===== config.mk =====
export PLATFORM = sky130hd
export DESIGN_NAME = button_port
export DESIGN_NICKNAME = d
export VERILOG_FILES = /design/src/rtl/button_port.sv
export SDC_FILE = /design/constraint.sdc
export NUM_CORES = 1
export LEC_CHECK = 0
export CORE_MARGIN = 2
export CORE_UTILIZATION = 43
export DETAILED_ROUTE_END_ITERATION = 6
export PLACE_DENSITY = 0.76
export SKIP_CTS_REPAIR_TIMING = 1
export SLEW_MARGIN = 30
export SYNTH_ARGS = -nofsm -noshare
export SYNTH_HDL_FRONTEND = slang
export SYNTH_SLANG_ARGS = --single-unit

===== constraint.sdc =====
create_clock -name clk -period 0.9 [get_ports clk]
set_input_delay 0.18 -clock clk [delete_from_list [all_inputs] [get_ports clk]]
set_output_delay 0.18 -clock clk [all_outputs]
set_load 0.02 [all_outputs]

===== src/rtl/button_port.sv =====
// CPU register block for debounced buttons: level register, sticky press events
// with clear-on-read, interrupt flag. Define BUTTON_AUTOREPEAT_EN for hold-to-repeat events.
module button_port #(
    parameter int unsigned BUTTON_COUNT        = 16,
    parameter int unsigned REPEAT_COUNTER_SIZE = 24,
    parameter int unsigned REPEAT_DELAY        = 12000000,
    parameter int unsigned REPEAT_PERIOD       = 2500000
) (
    input  logic                    clk,
    input  logic                    reset,
    input  logic [BUTTON_COUNT-1:0] buttons_in,
    input  logic                    rd_en,
    input  logic                    rd_sel,
    output logic [15:0]             rd_data,
    output logic                    rd_valid,
    output logic                    irq
);

    logic [BUTTON_COUNT-1:0] r_prev;
    logic [BUTTON_COUNT-1:0] r_events;
    logic [15:0]             r_rd_data;
    logic                    r_rd_valid;
    logic                    r_irq;

    logic [BUTTON_COUNT-1:0] w_rise;
    logic [BUTTON_COUNT-1:0] w_clr;
    logic [BUTTON_COUNT-1:0] w_rep;
    logic [BUTTON_COUNT-1:0] w_events_next;
    logic [15:0]             w_rd_word;
    logic                    w_evt_read;

    // The clear mask is the pre-update snapshot, so edges and repeats landing in the
    // same cycle as a clearing read survive it.
    always_comb begin
        w_rise        = buttons_in & ~r_prev;
        w_evt_read    = rd_en & rd_sel;
        w_clr         = w_evt_read ? r_events : '0;
        w_events_next = (r_events & ~w_clr) | w_rise | w_rep;
    end

    always_comb begin
        w_rd_word = '0;
        if (rd_sel) begin
            w_rd_word[BUTTON_COUNT-1:0] = r_events;
        end else begin
            w_rd_word[BUTTON_COUNT-1:0] = r_prev;
        end
    end

    always_ff @(posedge clk) begin
        if (reset) begin
            r_prev     <= '0;
            r_events   <= '0;
            r_rd_data  <= '0;
            r_rd_valid <= 1'b0;
            r_irq      <= 1'b0;
        end else begin
            r_prev     <= buttons_in;
            r_events   <= w_events_next;
            r_irq      <= |w_events_next;
            r_rd_valid <= rd_en;
            if (rd_en) begin
                r_rd_data <= w_rd_word;
            end
        end
    end

    assign rd_data  = r_rd_data;
    assign rd_valid = r_rd_valid;
    assign irq      = r_irq;

`ifdef BUTTON_AUTOREPEAT_EN
    typedef enum logic [1:0] {
        RPT_IDLE,
        RPT_DELAY,
        RPT_REPEAT
    } rpt_state_t;

    localparam logic [REPEAT_COUNTER_SIZE-1:0] LP_DELAY_LAST =
        (REPEAT_DELAY == 0) ? '0 : REPEAT_COUNTER_SIZE'(REPEAT_DELAY - 1);
    localparam logic [REPEAT_COUNTER_SIZE-1:0] LP_PERIOD_LAST =
        (REPEAT_PERIOD == 0) ? '0 : REPEAT_COUNTER_SIZE'(REPEAT_PERIOD - 1);

    rpt_state_t                     r_rpt_state;
    logic [REPEAT_COUNTER_SIZE-1:0] r_rpt_timer;
    logic                           w_changed;
    logic                           w_rpt_fire;

    // A change of the button set outranks any pending fire in the same cycle.
    always_comb begin
        w_changed  = (buttons_in != r_prev);
        w_rpt_fire = 1'b0;
        if (!w_changed) begin
            case (r_rpt_state)
                RPT_DELAY:  w_rpt_fire = (r_rpt_timer == LP_DELAY_LAST);
                RPT_REPEAT: w_rpt_fire = (r_rpt_timer == LP_PERIOD_LAST);
                default:    w_rpt_fire = 1'b0;
            endcase
        end
        w_rep = w_rpt_fire ? r_prev : '0;
    end

    always_ff @(posedge clk) begin
        if (reset) begin
            r_rpt_state <= RPT_IDLE;
            r_rpt_timer <= '0;
        end else if (w_changed) begin
            r_rpt_timer <= '0;
            r_rpt_state <= (|buttons_in) ? RPT_DELAY : RPT_IDLE;
        end else begin
            case (r_rpt_state)
                RPT_IDLE: begin
                    r_rpt_timer <= '0;
                end
                RPT_DELAY: begin
                    if (w_rpt_fire) begin
                        r_rpt_timer <= '0;
                        r_rpt_state <= RPT_REPEAT;
                    end else begin
                        r_rpt_timer <= r_rpt_timer + 1'b1;
                    end
                end
                RPT_REPEAT: begin
                    if (w_rpt_fire) begin
                        r_rpt_timer <= '0;
                    end else begin
                        r_rpt_timer <= r_rpt_timer + 1'b1;
                    end
                end
                default: begin
                    r_rpt_state <= RPT_IDLE;
                    r_rpt_timer <= '0;
                end
            endcase
        end
    end
`else
    assign w_rep = '0;
`endif

endmodule


Yosys cells after proc, flatten, opt, wreduce, memory -nomap -nowiden
Cells that the tools add are included.
- multiplexer cells: 2
- reduce and logical (&&, ||, !) cells: 1
- bitwise operators: 6
- operators with widths (cell ; number):
    16-bit bitwise AND ; 2
    16-bit two-way mux ; 2
    16-bit inverter ; 2
    16-bit OR ; 1
    16-bit OR reduction ; 1
    1-bit bitwise AND ; 1
- word-level logic and storage cells: 14
- bits of input ports: 20
- register bits: 50

Longest topological paths before layout
Gate-level depths: netlist of run 1.
- depth in word-level cells: 6
- mapped depth: 5

Worst setup path before layout of run 1
No wires, ideal clock.
- kind: reg2reg
- start point: reg r_events[10]
- end point: reg r_irq (netlist: irq)
- arrival time: 0.829 ns
- path buffers: 0
- required time: 0.761 ns
- slack: -0.067 ns
- cell stages (with the launch flop): 5
- cells stage by stage: dfxtp_1 nor4_1 nand4_1 nand2_1 a41oi_1
- cells in the longest elaborated chain, start to end: 5
- RTL lines (item ; RTL line ; RTL):
    start, declared ; 20 ; logic [BUTTON_COUNT-1:0] r_events;
    start signal, assigned ; 59 ; r_events <= w_events_next;
    16-bit two-way mux ; 37 ; w_clr = w_evt_read ? r_events : '0;
    16-bit inverter ; 38 ; w_events_next = (r_events & ~w_clr) | w_rise | w_rep;
    16-bit bitwise AND * ; 38 ;
    16-bit OR * ; 38 ;
    16-bit OR reduction * ; 60 ; r_irq <= |w_events_next;
    end signal, assigned ; 60 ;
    end, declared ; 23 ; logic r_irq;
Every way passes the cells marked *; elsewhere a longest branch is shown, timed or not.
A chain may end at the register's enable or synchronous reset.

Worst setup path after layout of run 1
- start point: in buttons_in[7]
- end point: reg r_irq (netlist: irq)
- cells in the longest elaborated chain, start to end: 3
- RTL lines (item ; RTL line ; RTL):
    start, declared ; 11 ; input logic [BUTTON_COUNT-1:0] buttons_in,
    16-bit bitwise AND ; 35 ; w_rise = buttons_in & ~r_prev;
    16-bit OR ; 38 ;
    16-bit OR reduction ; 60 ;
No other way between the ends.

==> impl_metrics.ini, run 1 <==
[run_status]
status = finished, violations left
violations = negative setup slack

[detailed_routing]
drt_iter0_drc = 114
post_drt_wl_per_cell_um = 14.7
route.vias.total = 1601
postRouteAntennaNets = 0
wl_um = 4670
vias_per_cell = 5.03
firstDrtPassIters = 4
drc = 0

[placement]
hpwl_um = 2810
io_buffers = 37
gp_congestion = 0.781
place_area_um2 = 2550

[clock_network]
cts.sinks = 50
cts-buffers-inserted = 5
clkLatencyLatePin_ps = 310
htree_num_levels = 2
cts_buffer_depth = 2
cts_root_buffer = clkbuf_8
cts_tree = done
clkTransAtPathRegs_ps = 90

[critical_path]
r2r_cells = 4
crit_required_ps = 1090
criticalPathCategory = input pin to flip-flop
crit_path_end_kind = flip-flop
reg2reg_slack_ps = -200
critPathLaunchType = input pin
arrival_ps = 1300
worstReg2RegStart = r_prev[7]
critical_path_peak_fanout = 2
crit_path_end = irq
worstSetupStartpoint = buttons_in[7]
rr_endpoint = irq

[floorplanning]
fp.dieH_um = 69.5
pin_count = 38
die_area_um2 = 4830
die_width_um = 69.5
rows = 23
core_um2 = 4060
start_util_pct = 45.4

[global_routing]
grt_pass1_wl_um = 6700
grtUsageTotal_pct = 17.7
grt_overflow = 0
grt_max_degree = 51
grt_pass1_vias = 1455
antenna_found_initial = 0

[yosys]
yosys.cell_types.count = 16
netlist_instances = 188
yosysWarnings = 0
synth.yosys.seq_area_share_pct = 54.3
syn-num-nets = 208
ys_ff_latch = 50
netlist_area_um2 = 1840
avgSynthCellArea_um2 = 9.80

[cells_and_area]
nFillCells = 286
finalInstanceArea_um2 = 2980
area_delta_synth_final_pct = 61.4
drive_gt1_share_pct = 49.6
n_antenna_cell = 0
nNetsFinal = 287

[timing]
fin_ws_ps = -209
hold_viol = 0
fin_crit_sh_pct = 123
period_needed_ps = 1110
finalSetupViolCount = 20
slew_headroom_pct = 84.1
fin_skew_ps = 7.96
worst_slew_pin_slew_ps = 234
max_freq_ghz = 0.901
drv_slew = 0
fin_setup_tns_ps = -1060
rsz0062_at_grt = true

[power_and_ir_drop]
ir_drop_v = 0.00125
power_leakage_uw = 0.00132
cellPowerDensity_nw_per_um2 = 1810
p_total_uw = 5380

[flow_run]
cap_violations = 0

[hold_path]
min_path_type = input pin to flip-flop
layout make-up:
class	count	area (um2)	share of cell area (%)
repair buffers	84	798	26.8
clock inverters	2	60.1	2.02
well taps	50	62.6	2.10
multi-input cells	126	928	31.2
clock buffers	6	82.6	2.78
flip-flops and latches	50	1040	35.1
cell families (layout without fill, tap and decap cells):
family | Yosys count | after routing | synth area share [%]
buf+inv | 12 | 92 | 4.01
mux | 16 | 16 | 8.69
simple gates | 77 | 77 | 21.7
compound gates | 33 | 33 | 11.3
flops | 50 | 50 | 54.3
worst min path at each step:
| stage | from | cells past startpoint | to |
|---|---|---|---|
| after floorplan | buttons_in[15] | 1 | r_prev[15] |
| after global placement | rd_data[7] | 2 | rd_data[7] |
| after detailed placement | rd_data[7] | 2 | rd_data[7] |
| after CTS | buttons_in[13] | 2 | r_prev[13] |
| after global routing | buttons_in[14] | 2 | r_prev[14] |
| final | buttons_in[14] | 2 | r_prev[14] |
critical path, stage by stage:
cell and delay [ps]:
clkdlybuf4s50_1 410, nor2b_1 160, nor4_2 290, buf_4 160, a41oi_2 100
through the flow:
| stage | worst slack (ps) | hold slack, ps | util [%] | instances |
|---|---|---|---|---|
| 6_report | -209 | 116 | 73.3 | 318 |
| 3_3_place_gp | -542 | 481 | 62.9 | 306 |
| 5_1_grt | -236 | 150 | 73.3 | 318 |
| 3_5_place_dp | -557 | 483 | 62.9 | 306 |
| 4_1_cts | -560 | 436 | 66.5 | 314 |
| 2_1_floorplan | -46.9 | 308 | - | 188 |
routing by layer:
| metal | vias up | GRT usage [%] | share of wire, % |
|---|---|---|---|
| met4 | 0 | 9.15 | 1.7 |
| met3 | 7 | 3.05 | 4.4 |
| met1 | 743 | 22.5 | 44 |
| met5 | - | 0 | 0 |
| li1 | 801 | - | - |
| met2 | 50 | 28.7 | 50 |
sequential cells by signal, indices dropped and copies added, names as in the netlist:
name,flops
r_events,16
r_prev,16
rd_data,16
irq,1
rd_valid,1
synth_stat cells:
library cell,number,area [um2]
buf_2,4,20.0
a211oi_1,16,120
dfxtp_1,50,1000
buf_12,1,20.0
nand4_1,1,6.26
clkbuf_1,6,22.5
nor4_1,8,50.1
nand2_2,1,6.26
and2_1,1,6.26
nor2b_1,33,206
nand2_1,1,3.75
a41oi_1,1,8.76
a21oi_1,16,80.1
buf_6,1,11.3
nor2_1,32,120
mux2i_1,16,160
placed cells by master (no fill, tap or decap), types with 2 or more instances in the layout:
master           count
nor4_2               5
clkdlybuf4s50_1     11
clkbuf_8             6
nor2_1              32
nor2b_2              5
buf_12               2
mux2i_1             10
nor2b_1             26
dfxtp_2             34
a21oi_1             15
nor4_4               2
buf_4               43
a211oi_1            13
mux2i_2              4
mux2i_4              2
dfxtp_1             16
bufinv_16            2
nor2b_4              2
a211oi_2             3
buf_6               20
dlymetal6s2s_1       8
report_power, final:
part	switching, uW	internal [uW]	leakage (uW)
combinational	408	536	0.000820
sequential	117	2380	0.000426
clock	758	1190	0.0000714
total	1280	4100	0.00132
Power figures use the tool's default switching activity.
==> run 2: changes to the inputs <==
--- a/config.mk
+++ b/config.mk
@@ -6,9 +6,9 @@
 export NUM_CORES = 1
 export LEC_CHECK = 0
 export CORE_MARGIN = 2
-export CORE_UTILIZATION = 43
+export CORE_UTILIZATION = 50
 export DETAILED_ROUTE_END_ITERATION = 6
-export PLACE_DENSITY = 0.76
+export PLACE_DENSITY = 0.82
 export SKIP_CTS_REPAIR_TIMING = 1
 export SLEW_MARGIN = 30
 export SYNTH_ARGS = -nofsm -noshare
==> constraint.sdc (replaced) <==
create_clock -name clk -period 1.25 [get_ports clk]
set_input_delay 0.25 -clock clk [delete_from_list [all_inputs] [get_ports clk]]
set_output_delay 0.25 -clock clk [all_outputs]
set_load 0.02 [all_outputs]
==> impl_metrics.ini, run 2 (same netlist as run 1, synthesis figures left out) <==
[clock_network]
htree_num_levels = 2
cts_buffer_depth = 2
cts-buffers-inserted = 5
clkTransAtPathRegs_ps = 80
clkLatencyLatePin_ps = 290
cts.sinks = 50
cts_root_buffer = clkbuf_8
cts_tree = done

[floorplanning]
pin_count = 38
core_um2 = 3610
start_util_pct = 51.1
fp.dieH_um = 64.7
die_width_um = 64.7
rows = 22
die_area_um2 = 4190

[detailed_routing]
wl_um = 3500
post_drt_wl_per_cell_um = 12.7
vias_per_cell = 5.09
drt_iter0_drc = 63
route.vias.total = 1400
postRouteAntennaNets = 0
drc = 0
firstDrtPassIters = 4

[timing]
hold_viol = 0
finalSetupViolCount = 0
fin_setup_tns_ps = 0
worst_slew_pin_slew_ps = 367
slew_headroom_pct = 75.3
fin_ws_ps = 22.0
rsz0062_at_grt = false
hold_ws_ps = 227
fin_skew_ps = 3.12
max_freq_ghz = 0.814
drv_slew = 0
period_needed_ps = 1230
fin_crit_sh_pct = 98.2

[placement]
gp_congestion = 0.816
hpwl_um = 2430
pre_cts_ws_ps = -267
io_buffers = 37

[cells_and_area]
layout_commonest_cell = dfxtp_1
drive_gt1_share_pct = 8.81
final_cell_mix = dfxtp_1 (50), nor2_1 (32), nor2b_1 (31)
seqCellArea_um2 = 1000
area_delta_synth_final_pct = 33.5
nFillCells = 275
nNetsFinal = 246
n_antenna_cell = 0
multi_input_area_um2 = 805

[global_routing]
grt_max_degree = 51
grtUsageTotal_pct = 17.6
grt.met2_usage_pct = 26.0
met1_usage_pct = 23.5
grt-busiest-layer = met2
grt_overflow = 0
grt_pass1_vias = 1223
grt_pass1_wl_um = 5580
use_met3_pct = 5.56
antenna_found_initial = 0

[power_and_ir_drop]
ir_drop_v = 0.000893
cellPowerDensity_nw_per_um2 = 1280
p_total_uw = 3160
power_leakage_uw = 0.00123

[critical_path]
critPathLaunchType = flip-flop
crit_path_end_kind = flip-flop
critical_path_peak_fanout = 3
criticalPathCategory = flip-flop to flip-flop
arrival_ps = 1390
crit_required_ps = 1410

[flow_run]
cap_violations = 0

[run_status]
status = completed

[hold_path]
min_path_type = input pin to flip-flop
## run 2: cell count changes in the layout (fill, tap and decap cells not counted), moves of 5 or more
cell | previous run | this run
buf_4 | 43 | 3
buf_6 | 20 | 0
clkdlybuf4s50_1 | 11 | 17
dfxtp_1 | 16 | 50
dfxtp_2 | 34 | 0
dlymetal6s2s_1 | 8 | 20
mux2i_1 | 10 | 16
nor2b_1 | 26 | 31
## run 2: worst max-delay path: stages, from the launching register on
cell and delay [ps]:
dfxtp_1 330, nor4_1 390, nand4_1 140, nand2_1 110, a41oi_2 120
## run 2: through the flow
step	area, um2	utilization, %	instances
after global placement	2280	63.3	267
after detailed placement	2280	63.3	267
after floorplan	1840	-	188
after CTS	2370	65.8	275
final	2460	68.2	275
after global routing	2460	68.2	275
## run 2: final cells by class
cell class,instances,share of cell area [%]
Tap cell,48,2.44
Multi-Input combinational cell,126,32.7
Clock inverter,1,0.203
Clock buffer,7,3.51
Timing Repair Buffer,43,20.4
Sequential cell,50,40.7
## run 2: power breakdown
group          leakage, uW  total (uW)  internal, uW  switching (uW)
combinational     0.000762         472           243             230
sequential        0.000416        1760          1700            64.0
clock            0.0000482         925           447             479
total              0.00123        3160          2390             772
## run 2: final timing paths
| path | slack [ps] | from | cells past startpoint | endpoint |
|---|---|---|---|---|
| min reg2reg | 490 | rd_data[10] | 2 | rd_data[10] |
| min | 230 | buttons_in[2] | 2 | r_prev[2] |
| max reg2reg | 20 | r_events[2] | 4 | irq |
| max | 20 | r_events[2] | 4 | irq |
## run 2: metal layers
metal	vias to the layer above	share of wire, %
li1	722	-
met1	628	49
met5	-	0
met4	0	1.7
met2	44	44
met3	6	5.9
==> run 3: changes to the inputs <==
--- a/config.mk
+++ b/config.mk
@@ -8,6 +8,7 @@
 export CORE_MARGIN = 2
 export CORE_UTILIZATION = 50
 export DETAILED_ROUTE_END_ITERATION = 6
+export MAX_ROUTING_LAYER = met4
 export PLACE_DENSITY = 0.82
 export SKIP_CTS_REPAIR_TIMING = 1
 export SLEW_MARGIN = 30
==> impl_metrics.ini, run 3 (same netlist as run 1, synthesis figures left out) <==
[critical_path]
slowest_stage = nor4_1
crit_path_end_kind = flip-flop
critical_path_peak_fanout = 3
critical_path.cell_chain = nor4_1 -> nand4_1 -> nand2_1 -> a41oi_2
critPathBufInv = 0
critPathLaunchType = flip-flop
crit_required_ps = 1410
worstSetupStartpoint = r_events[2]
crit_family = simple AND/OR/NAND/NOR gates
arrival_ps = 1390
criticalPathCategory = flip-flop to flip-flop
worstReg2RegStart = r_events[2]
slowest_delay_ps = 390

[hold_path]
min_path_type = input pin to flip-flop
hold_path.startpoint = buttons_in[2]

[timing]
worst_slew_pin_slew_ps = 367
fin_setup_tns_ps = 0
rsz0062_at_grt = false
finalSetupViolCount = 0
drv_slew = 0
max_freq_ghz = 0.815
hold_viol = 0
slew_headroom_pct = 75.3
fin_crit_sh_pct = 98.2
period_needed_ps = 1230
fin_skew_ps = 3.13

[power_and_ir_drop]
p_int_uw = 2390
cellPowerDensity_nw_per_um2 = 1280
p_sw_share_pct = 24.4
p_seq_share_pct = 55.8
comb_power_share_pct = 15.0
power_leakage_uw = 0.00123
p_clk_share_pct = 29.3
p_sw_uw = 772
ir_drop_v = 0.000893

[floorplanning]
die_area_um2 = 4190
die_width_um = 64.7
pin_count = 38
rows = 22
core_um2 = 3610
fp.dieH_um = 64.7
start_util_pct = 51.1

[global_routing]
grt_max_degree = 51
grt_overflow = 0
grtUsageTotal_pct = 18.1
grt_pass1_wl_um = 5580
antenna_found_initial = 0
grt_pass1_vias = 1221

[clock_network]
cts_root_buffer = clkbuf_8
htree_num_levels = 2
clkLatencyLatePin_ps = 290
cts.sinks = 50
cts-buffers-inserted = 5
clkTransAtPathRegs_ps = 80
cts_buffer_depth = 2
cts_tree = done

[placement]
io_buffers = 37
dp.cells = 267
hpwl_um = 2430
gp_congestion = 0.828

[detailed_routing]
drc = 0
wl_um = 3500
drt_iter0_drc = 63
postRouteAntennaNets = 0
firstDrtPassIters = 4
route.vias.total = 1400
vias_per_cell = 5.09
post_drt_wl_per_cell_um = 12.7

[cells_and_area]
layout_commonest_cell = dfxtp_1
fin_cells = 275
area_delta_synth_final_pct = 33.5
n_antenna_cell = 0
nFillCells = 275
nNetsFinal = 246
final_cell_mix = dfxtp_1 (50), nor2_1 (32), nor2b_1 (31)
drive_gt1_share_pct = 8.81

[run_status]
status = completed

[flow_run]
cap_violations = 0
==> run 3: worst paths after layout <==
check | end | slack, ps | depth (start not counted)
max | irq | 20 | 4
min | r_prev[2] | 230 | 2
max reg2reg | irq | 20 | 4
min reg2reg | rd_data[10] | 490 | 2
==> run 3: through the flow <==
step | hold slack [ps] | instance area, um2 | setup slack, ps | util (%) | power (uW)
2_1_floorplan | 378 | 1840 | 283 | - | 2060
3_3_place_gp | 474 | 2280 | -256 | 63.3 | 2250
3_5_place_dp | 478 | 2280 | -267 | 63.3 | 2270
4_1_cts | 490 | 2370 | -266 | 65.8 | 3170
5_1_grt | 240 | 2460 | 15.1 | 68.2 | 3310
6_report | 227 | 2460 | 22.4 | 68.2 | 3160
==> run 3: area by class of cell <==
cell class	count	area [um2]	area share (%)
flip-flops and latches	50	1000	40.7
multi-input cells	126	805	32.7
repair buffers	43	503	20.4
clock buffers	7	86.3	3.51
well taps	48	60.1	2.44
clock inverters	1	5.00	0.203
==> run 3: routing by layer <==
metal | up-vias | track usage, % | wire length, um
met3 | 6 | 5.56 | 201
met1 | 630 | 23.5 | 1720
met4 | 0 | 7.71 | 61
met5 | - | - | 0
met2 | 42 | 26.0 | 1520
li1 | 722 | - | -
==> run 3: power by group through the flow <==
stage	Clock, uW	Combinational (uW)	Sequential [uW]
2_1_floorplan	0	228	1830
3_3_place_gp	0	458	1800
3_5_place_dp	0	468	1800
4_1_cts	942	470	1760
5_1_grt	1030	512	1770
6_report	925	472	1760
